[config.mk]
export PLATFORM = sky130hd
export DESIGN_NAME = trap_arbiter
export DESIGN_NICKNAME = d
export VERILOG_FILES = /design/src/rtl/trap_arbiter.sv
export SDC_FILE = /design/constraint.sdc
export NUM_CORES = 1
export LEC_CHECK = 0
export ABC_AREA = 0
export CAP_MARGIN = 20
export CORE_AREA = 2 2 159 161
export CTS_BUF_LIST = sky130_fd_sc_hd__clkbuf_16
export CTS_CLUSTER_SIZE = 8
export DETAILED_ROUTE_END_ITERATION = 16
export DIE_AREA = 0 0 161 163
export SLEW_MARGIN = 10
export SYNTH_ARGS = -nofsm -noshare
export SYNTH_HDL_FRONTEND = slang
export SYNTH_SLANG_ARGS = --single-unit
[constraint.sdc]
create_clock -name clk -period 1.8 [get_ports clk]
set_input_delay 0.27 -clock clk [delete_from_list [all_inputs] [get_ports clk]]
set_output_delay 0.27 -clock clk [all_outputs]
set_load 0.02 [all_outputs]
[src/rtl/trap_arbiter.sv]
// Trap arbiter: picks one exception or interrupt per trap, registers its payload,
// pulses trap_valid, then holds a full flush until the trap vector redirect arrives.
module trap_arbiter (
  input  logic        clk,
  input  logic        rst,
  input  logic        if_exc_valid,
  input  logic [4:0]  if_exc_cause,
  input  logic [31:0] if_exc_pc,
  input  logic [31:0] if_exc_va,
  input  logic        ex_exc_valid,
  input  logic [4:0]  ex_exc_cause,
  input  logic [31:0] ex_exc_pc,
  input  logic [31:0] ex_exc_inst,
  input  logic        mem_exc_valid,
  input  logic [4:0]  mem_exc_cause,
  input  logic [31:0] mem_exc_pc,
  input  logic [31:0] mem_exc_va,
  input  logic [31:0] mem_exc_inst,
  input  logic [2:0]  irq_pending,
  input  logic        pipe_stall,
  input  logic        csr_branch_signal,
  output logic        trap_valid,
  output logic [4:0]  trap_id,
  output logic [31:0] trap_pc,
  output logic [31:0] trap_inst,
  output logic [31:0] trap_va_imem,
  output logic [31:0] trap_va_dmem,
  output logic [1:0]  flush,
  output logic        busy,
  output logic        trap_err,
  output logic [15:0] trap_count
);

  typedef enum logic [1:0] {
    IDLE       = 2'd0,
    TRAP       = 2'd1,
    WAIT_REDIR = 2'd2
  } state_e;

  typedef struct packed {
    logic [4:0]  id;
    logic [31:0] pc;
    logic [31:0] inst;
    logic [31:0] va_imem;
    logic [31:0] va_dmem;
  } payload_t;

  localparam logic [3:0] IRQ_CODE_EXT   = 4'd11;
  localparam logic [3:0] IRQ_CODE_SOFT  = 4'd3;
  localparam logic [3:0] IRQ_CODE_TIMER = 4'd7;

  state_e   state_q, state_d;
  payload_t winner;
  payload_t payload_q;
  logic     winner_found;
  logic     irq_eligible;
  logic [2:0] tmo_q;
  logic     timeout;

  // Only bits [3:0] of a cause reach trap_id; bit 4 is deliberately dropped.
  logic unused_cause_bits;
  assign unused_cause_bits = ^{if_exc_cause[4], ex_exc_cause[4], mem_exc_cause[4]};

  assign irq_eligible = !if_exc_valid && !ex_exc_valid && !mem_exc_valid && !pipe_stall;

  // NOTE: every variable written in an always_comb gets a default first so no latch is inferred.
  always_comb begin
    winner       = '0;
    winner_found = 1'b0;
    if (mem_exc_valid) begin
      winner_found   = 1'b1;
      winner.id      = {1'b0, mem_exc_cause[3:0]};
      winner.pc      = mem_exc_pc;
      winner.inst    = mem_exc_inst;
      winner.va_dmem = mem_exc_va;
    end else if (ex_exc_valid) begin
      winner_found = 1'b1;
      winner.id    = {1'b0, ex_exc_cause[3:0]};
      winner.pc    = ex_exc_pc;
      winner.inst  = ex_exc_inst;
    end else if (if_exc_valid) begin
      winner_found   = 1'b1;
      winner.id      = {1'b0, if_exc_cause[3:0]};
      winner.pc      = if_exc_pc;
      winner.va_imem = if_exc_va;
    end else if (irq_eligible && (irq_pending != 3'b000)) begin
      winner_found = 1'b1;
      winner.pc    = if_exc_pc;
      if (irq_pending[2])      winner.id = {1'b1, IRQ_CODE_EXT};
      else if (irq_pending[1]) winner.id = {1'b1, IRQ_CODE_SOFT};
      else                     winner.id = {1'b1, IRQ_CODE_TIMER};
    end
  end

  // The redirect wins over a timeout landing on the same cycle.
  assign timeout = (state_q == WAIT_REDIR) && !csr_branch_signal && (tmo_q == 3'd7);

  always_comb begin
    state_d = state_q;
    case (state_q)
      IDLE:       if (winner_found) state_d = TRAP;
      TRAP:       state_d = WAIT_REDIR;
      WAIT_REDIR: if (csr_branch_signal || timeout) state_d = IDLE;
      default:    state_d = IDLE;
    endcase
  end

  // NOTE: sequential state uses non-blocking assignments; reset is sampled on the clock edge.
  always_ff @(posedge clk) begin
    if (rst) begin
      state_q    <= IDLE;
      payload_q  <= '0;
      tmo_q      <= 3'd0;
      trap_err   <= 1'b0;
      trap_count <= 16'd0;
    end else begin
      state_q <= state_d;
      if (state_q == IDLE && winner_found) payload_q <= winner;
      if (state_q == TRAP) tmo_q <= 3'd0;
      else if (state_q == WAIT_REDIR) tmo_q <= tmo_q + 3'd1;
      if (timeout) trap_err <= 1'b1;
      if (state_q == TRAP && trap_count != 16'hFFFF) trap_count <= trap_count + 16'd1;
    end
  end

  assign trap_valid   = (state_q == TRAP);
  assign busy         = (state_q != IDLE);
  assign flush        = busy ? 2'b11 : 2'b00;
  assign trap_id      = payload_q.id;
  assign trap_pc      = payload_q.pc;
  assign trap_inst    = payload_q.inst;
  assign trap_va_imem = payload_q.va_imem;
  assign trap_va_dmem = payload_q.va_dmem;

endmodule

==> results.txt <==
* Gate count after technology mapping: 639
* Launch instance of the worst register-to-register path: state_q[1]
* Starting utilization of the core area: 25.5%
- Most common library cells after synthesis: sky130_fd_sc_hd__dfxtp_1, sky130_fd_sc_hd__nor2_1, sky130_fd_sc_hd__nor3_1
- The root buffer cell chosen for the clock tree is sky130_fd_sc_hd__clkbuf_16.
- After synthesis, the share of flip-flops with an asynchronous set or reset is 0%.
- The completed layout was analyzed and its total power is 10.2 mW.
- The area growth from synthesis to layout is 84.9%.
- Clock tree from TritonCTS: yes
* Input/output buffers: 399
- Worst-skew pair later-pin latency: 0.41 ns
* Vias: 6715
* Y dimension of the die: 163 um
- The first routing iteration left 495 violations.
- Number of buffers on the longest clock path: 2
- Share of cells above drive strength 1: 13.0%
* Type of the most critical hold path: input pin to flip-flop
- Across the VDD grid, the largest voltage drop is 456 uV.
* Top-Level Pins: 403
- Final setup skew: 0.0102 ns
* Distinct cells, synth: 47
- For this run, the leading register cell type out of synthesis is sky130_fd_sc_hd__dfxtp_1.
- Hold violation count in the final report: 0
- The floorplan step defined a die boundary enclosing 0.0262 mm^2.
- Based on the critical path, the design can be clocked at up to 0.576 GHz.
- Start-to-end type of the worst setup path: flip-flop to output pin
- In this run the remaining antenna-violating nets after routing total 0.
- For this run, the post-layout net count is 1306.
* Layout Utilization: 47.1%
* Number of buffers inserted during clock tree synthesis: 17
- Data arrival time of the critical path: 1.46 ns
- After synthesis the cells add up to 0.00628 mm^2.
* Biggest cell delay along the critical path: 0.64 ns
* Required time of the critical path: 1.53 ns
- Status: finished clean
* YS warnings: 0
- On the final layout, the worst hold slack is 0.188 ns.
* Start point of the worst hold path: rst
- For this design the static power due to leakage is 4.48 nW.
- Setup repair after global routing left no endpoint under its margin.
- Sequential share of power: 37.7%
- Post-synth net total: 891
* Final weighted congestion in routability-driven placement: 0.762
- Sum of net half-perimeters after detailed placement: 18600 um
- In this run the power density over the cells is 881 mW/mm^2.
* Core Rows: 58
* Detail-routed via count per cell: 4.80
- Entering global routing, the biggest net connects 65 pins.
- The synthesized design contains 155 register bits.
- Cell class contributing the biggest share of worst-path delay: buffers and inverters
- STA classifies the critical path endpoint as an output pin.
* Pre-Repair DR Iteration Count: 6
* Worst setup path startpoint: trap_count[2]
- Clock-pin slew was measured on the worst setup and hold paths at 0.07 ns.
* Global-route usage over all layers: 18.3%
* List of cells traversed by the critical path: clkdlybuf4s50_1
- Core area: 0.0247 mm^2
* Cts-stage hold buffer count: 0
- P_int: 7.14 mW
- The worst setup path is launched from a flip-flop.
* Number of global-route vias before repair: 6650
- Slew margin rel.: 69.6%
- Logic pwr share: 27.4%
* Filler cell count: 2357
- For this run, design rule violations remaining after detail routing come to 0.
- The die is 161 um wide.
- After synthesis, the cell types taking the most area are sky130_fd_sc_hd__dfxtp_1, sky130_fd_sc_hd__nor2_1, sky130_fd_sc_hd__a211oi_2, sky130_fd_sc_hd__a222oi_1, sky130_fd_sc_hd__a221oi_1.
- The total overflow left after global routing is 0.
- For this design, the sink count on the clock tree is 155.
- Together, buffers and inverters on the worst path number 1.
- Each instance of the synthesized netlist takes up on average 9.84 um^2.
- Antenna violations before repair: 3
- For this block, the routed nets add up to 24900 um of wire.
- The H-tree was split into 4 levels.
* Clock network fraction of design power: 35.0%
* Fraction of synthesized cell area taken by the top area cell type: 49.4%
- Among all cell types in the netlist, the one instantiated most often is sky130_fd_sc_hd__dfxtp_1.
- Sequential cell area fraction in the yosys report: 49.4%
* Reported max-cap violation count: 0
* Count of flip-flops with a built-in enable after synthesis: 0
- The final number of max-transition violations was 0.
- Net switching is 30.2% of the power.
- Routed WL per cell: 17.8 um
- Slew @ Worst Pin: 0.452 ns
- Crit path time final: 1.73 ns
- Setup violations remaining at the end of the flow were counted as 0.
- Wire length of the first global-routing pass: 37800 um
- Post-route fraction of the period consumed by the critical path: 96.4%
* Switch Pwr: 3.09 mW
* Critical-path top delay cell: sky130_fd_sc_hd__clkdlybuf4s50_1
* Library cell occupying the most area in the post-synthesis netlist: sky130_fd_sc_hd__dfxtp_1
- Maximum fanout along the worst path: 5
-- metal layers --
| layer | track usage [%] | part of all wire (%) | vias up |
|---|---|---|---|
| li1 | - | - | 3256 |
| met1 | 22.4 | 42 | 3201 |
| met2 | 30.8 | 49 | 235 |
| met3 | 5.50 | 7.1 | 23 |
| met4 | 5.80 | 1.7 | 0 |
| met5 | 0 | 0 | - |
-- worst paths after layout --
| path | end | slack [ns] | depth (start not counted) |
|---|---|---|---|
| max | trap_count[2] | 0.07 | 1 |
| min | tmo_q[0] | 0.19 | 2 |
| max reg2reg | trap_inst[19] | 0.22 | 6 |
| min reg2reg | trap_id[0] | 0.47 | 2 |
-- logic make-up (layout without fill, tap and decap cells) --
group | count (synthesis) | count (layout) | share of synthesized area [%]
AND/OR/NAND/NOR | 206 | 206 | 14.9
AO/OA/AOI/OAI | 188 | 188 | 27.2
flip-flops | 155 | 155 | 49.4
buffers and inverters | 69 | 497 | 5.38
XOR/XNOR | 16 | 16 | 2.23
adder cells (fa/ha/maj) | 3 | 3 | 0.597
multiplexers | 2 | 2 | 0.338
other | 0 | 3 | 0
-- per-stage QoR --
stage | TNS, ns | instances | worst slack (ns) | instance area [um^2]
finish | 0 | 1400 | 0.0651 | 11600
CTS | 0 | 1397 | 0.0105 | 11600
floorplan | 0 | 639 | 0.0150 | 6290
detailed placement | -41.04 | 1365 | -0.444 | 11000
global placement | -40.35 | 1365 | -0.439 | 11000
global route | 0 | 1400 | 0.00546 | 11600
-- flip-flops by register name (all words and copies together), names as in the netlist --
name	count
trap_inst	32
trap_pc	32
trap_va_dmem	32
trap_va_imem	32
trap_count	16
trap_id	5
tmo_q	3
state_q	2
trap_err	1
-- placed cells by master, fill, tap and decap left out, drive strengths merged, types with 6 or more instances in the layout --
cell type	instances
nand4	6
nor3	39
a221oi	34
inv	13
a211oi	33
clkdlybuf4s50	383
a222oi	32
a22oi	33
clkbuf	17
buf	64
a22o	32
a21oi	8
dlygate4sd2	6
nor2	125
xor2	15
nand2	8
nand3	8
dlymetal6s2s	8
dfxtp	155
-- layout make-up --
class                           instances  area (um^2)  share of cell area (%)
Timing Repair Buffer                  461         4630                    39.8
Tap cell                              330          413                    3.55
Inverter                                4         15.0                   0.129
Clock buffer                           17          425                    3.66
Sequential cell                       155         3100                    26.7
Multi-Input combinational cell        415         2880                    24.7
Antenna cell                            3         7.51                  0.0646
Clock inverter                         15          151                    1.30
-- what timing repair did --
item	in CTS	in global routing
endpoints found under the setup margin	7	12
resized for setup	7	10
pin swaps	1	2
buffers inserted	0	0
-- power groups by stage --
stage                     clock network, mW  registers (mW)  logic (mW)
final                                  3.58            3.85        2.80
after global routing                   3.83            3.89        2.99
after CTS                              3.69            3.85        2.84
after detailed placement                  0            3.93        2.83
after global placement                    0            3.92        2.82
after floorplan                           0            4.26       0.955
(Power assumes the default switching activity.)
==> RTL change (config.mk and constraints unchanged) <==
Make the reset (`rst`) asynchronous in one clocked block.
--- a/src/rtl/trap_arbiter.sv
+++ b/src/rtl/trap_arbiter.sv
@@ -108,3 +108,3 @@
   // NOTE: sequential state uses non-blocking assignments; reset is sampled on the clock edge.
-  always_ff @(posedge clk) begin
+  always_ff @(posedge clk or posedge rst) begin
     if (rst) begin
Behaviour: differs if rst is asserted again (counterexample within 4 cycles, from zero or initial values and one cycle with rst high); with rst held inactive, the same outputs for 4 cycles.
==> RTL change against the original RTL <==
Critical path depth unchanged. Setup slack gained 0.0030 ns. Synthesized area rose by 11%. Synthesized cell count up 13%. Routed wire length is 5.7% higher. Sequential cell count unchanged. Sequential share of layout area is 4.9 points higher. Final area increased by 5.6%. Cell count is 5.1% higher. Critical endpoint is now trap_count[9]. Highest routed layer unchanged. Global-route usage rose by 1.7 points. Count of clock-buffer cells in the layout is the same.
Power is not compared: it rests on default switching activity, and its combinational part moved more than twofold at a synthesized area within 25%.
==> RTL change: results (changes against the original RTL) <==
[timing]
worstMarginPinSlew_ns=0.784  ; +0.332 ns
fin_ws_ns=0.0681  ; +0.00298 ns
clock_skew_ns=0.0100  ; -0.000141 ns

[grt]
grt_max_degree=72  ; +11%
met2_usage_pct=34.3  ; +3.4 points
grt_use_met1_pct=24.0  ; +1.6 points
grtUsageTotal_pct=20.0  ; +1.7 points
antenna_found_initial=1  ; -2
grt_util_met3_pct=6.14  ; +0.64 points

[routing]
dr_wl_met3_mm=2.11  ; +20%
drt-initial-drc-count=463  ; -6.5%
dr.pass1.iters=10  ; +4
drt-total-wl_mm=26.4  ; +5.7%
met1_length_mm=10.8  ; +1.5%
vias_per_cell=4.72  ; -1.5%
met2_length_mm=13.0  ; +7.0%

[clock_network]
cts_resized=28  ; +21
post_cts_buffers=1  ; +1
h-tree-depth=4  ; unchanged

[min_path]
min_path_type=input pin to asynchronous set/reset pin

[cells_and_area]
nFillCells=2360  ; +0.13%
drive_gt1_share_pct=9.20  ; -3.8 points

[power_and_ir_drop]
seqPwrFrac_pct=30.8
power_mw=18.1

[synthesis]
synthMuxAreaShare_pct=0.788  ; +0.45 points
yosysTopAreaCell=dfrtp_1
netlist_top_cells_count=201 x nand2_1, 155 x dfrtp_1, 70 x o21ai_1
synth_fp_nets=974  ; +9.3%
synthTopCellsByArea=dfrtp_1 56%, nand2_1 11%, o21ai_1 5.0%
synth-adder-area-share_pct=1.07  ; +0.48 points
async_reset_ff_share_pct=100  ; +100 points
synth_compound_area_share_pct=17.7  ; -9.5 points
synth_cell_types=46  ; -2.1%
synthXorXnorAreaFrac_pct=1.38  ; -0.85 points
seq_area_frac_synth_pct=55.5  ; +6.1 points

[critical_path]
r2r-start=state_q[1]
crit_start=trap_count[9]
path_delay_family=buffers and inverters
crit-reg2reg-capture=trap_count[15]
reg2reg_setup_slack_ns=0.08  ; -0.14 ns
max_stage_delay_ns=0.62  ; -0.02 ns
endpoint=trap_count[9]

[place]
dp_hpwl_mm=19.8  ; +6.5%
place_area_sq_um=11600  ; +5.5%
gp_congestion=0.808  ; +6.1%
dp_slack_ns=-0.602  ; -0.159 ns

[outcome]
status=finished clean

[RTL change: changes by cell type after synthesis, sizes merged, moves of 33 or more]
cell | before | now
nor3 | 39 | 4
nand2 | 8 | 201
nor2 | 125 | 12
dfrtp | 0 | 155
o21ai | 4 | 100
a221oi | 34 | 1
dfxtp | 155 | 0
[RTL change: final cells by class]
type,instances,area [sq um],area share [%]
Tap cell,330,413,3.36
Clock inverter,14,125,1.02
Timing Repair Buffer,448,4590,37.4
Sequential cell,155,3880,31.6
Multi-Input combinational cell,494,2780,22.7
Inverter,13,52.6,0.428
Clock buffer,17,425,3.47
Antenna cell,1,2.50,0.0204
[RTL change: metrics by stage]
step / util [%] / std cells / hold WS (ns) / setup TNS [ns]
floorplan: - / 719 / 0.397 / -66.48
global placement: 47.0 / 1438 / 0.449 / -52.86
detailed placement: 47.1 / 1439 / 0.455 / -40.77
CTS: 49.5 / 1471 / 0.159 / 0
global route: 49.7 / 1472 / 0.178 / -0.0266
finish: 49.7 / 1472 / 0.168 / 0
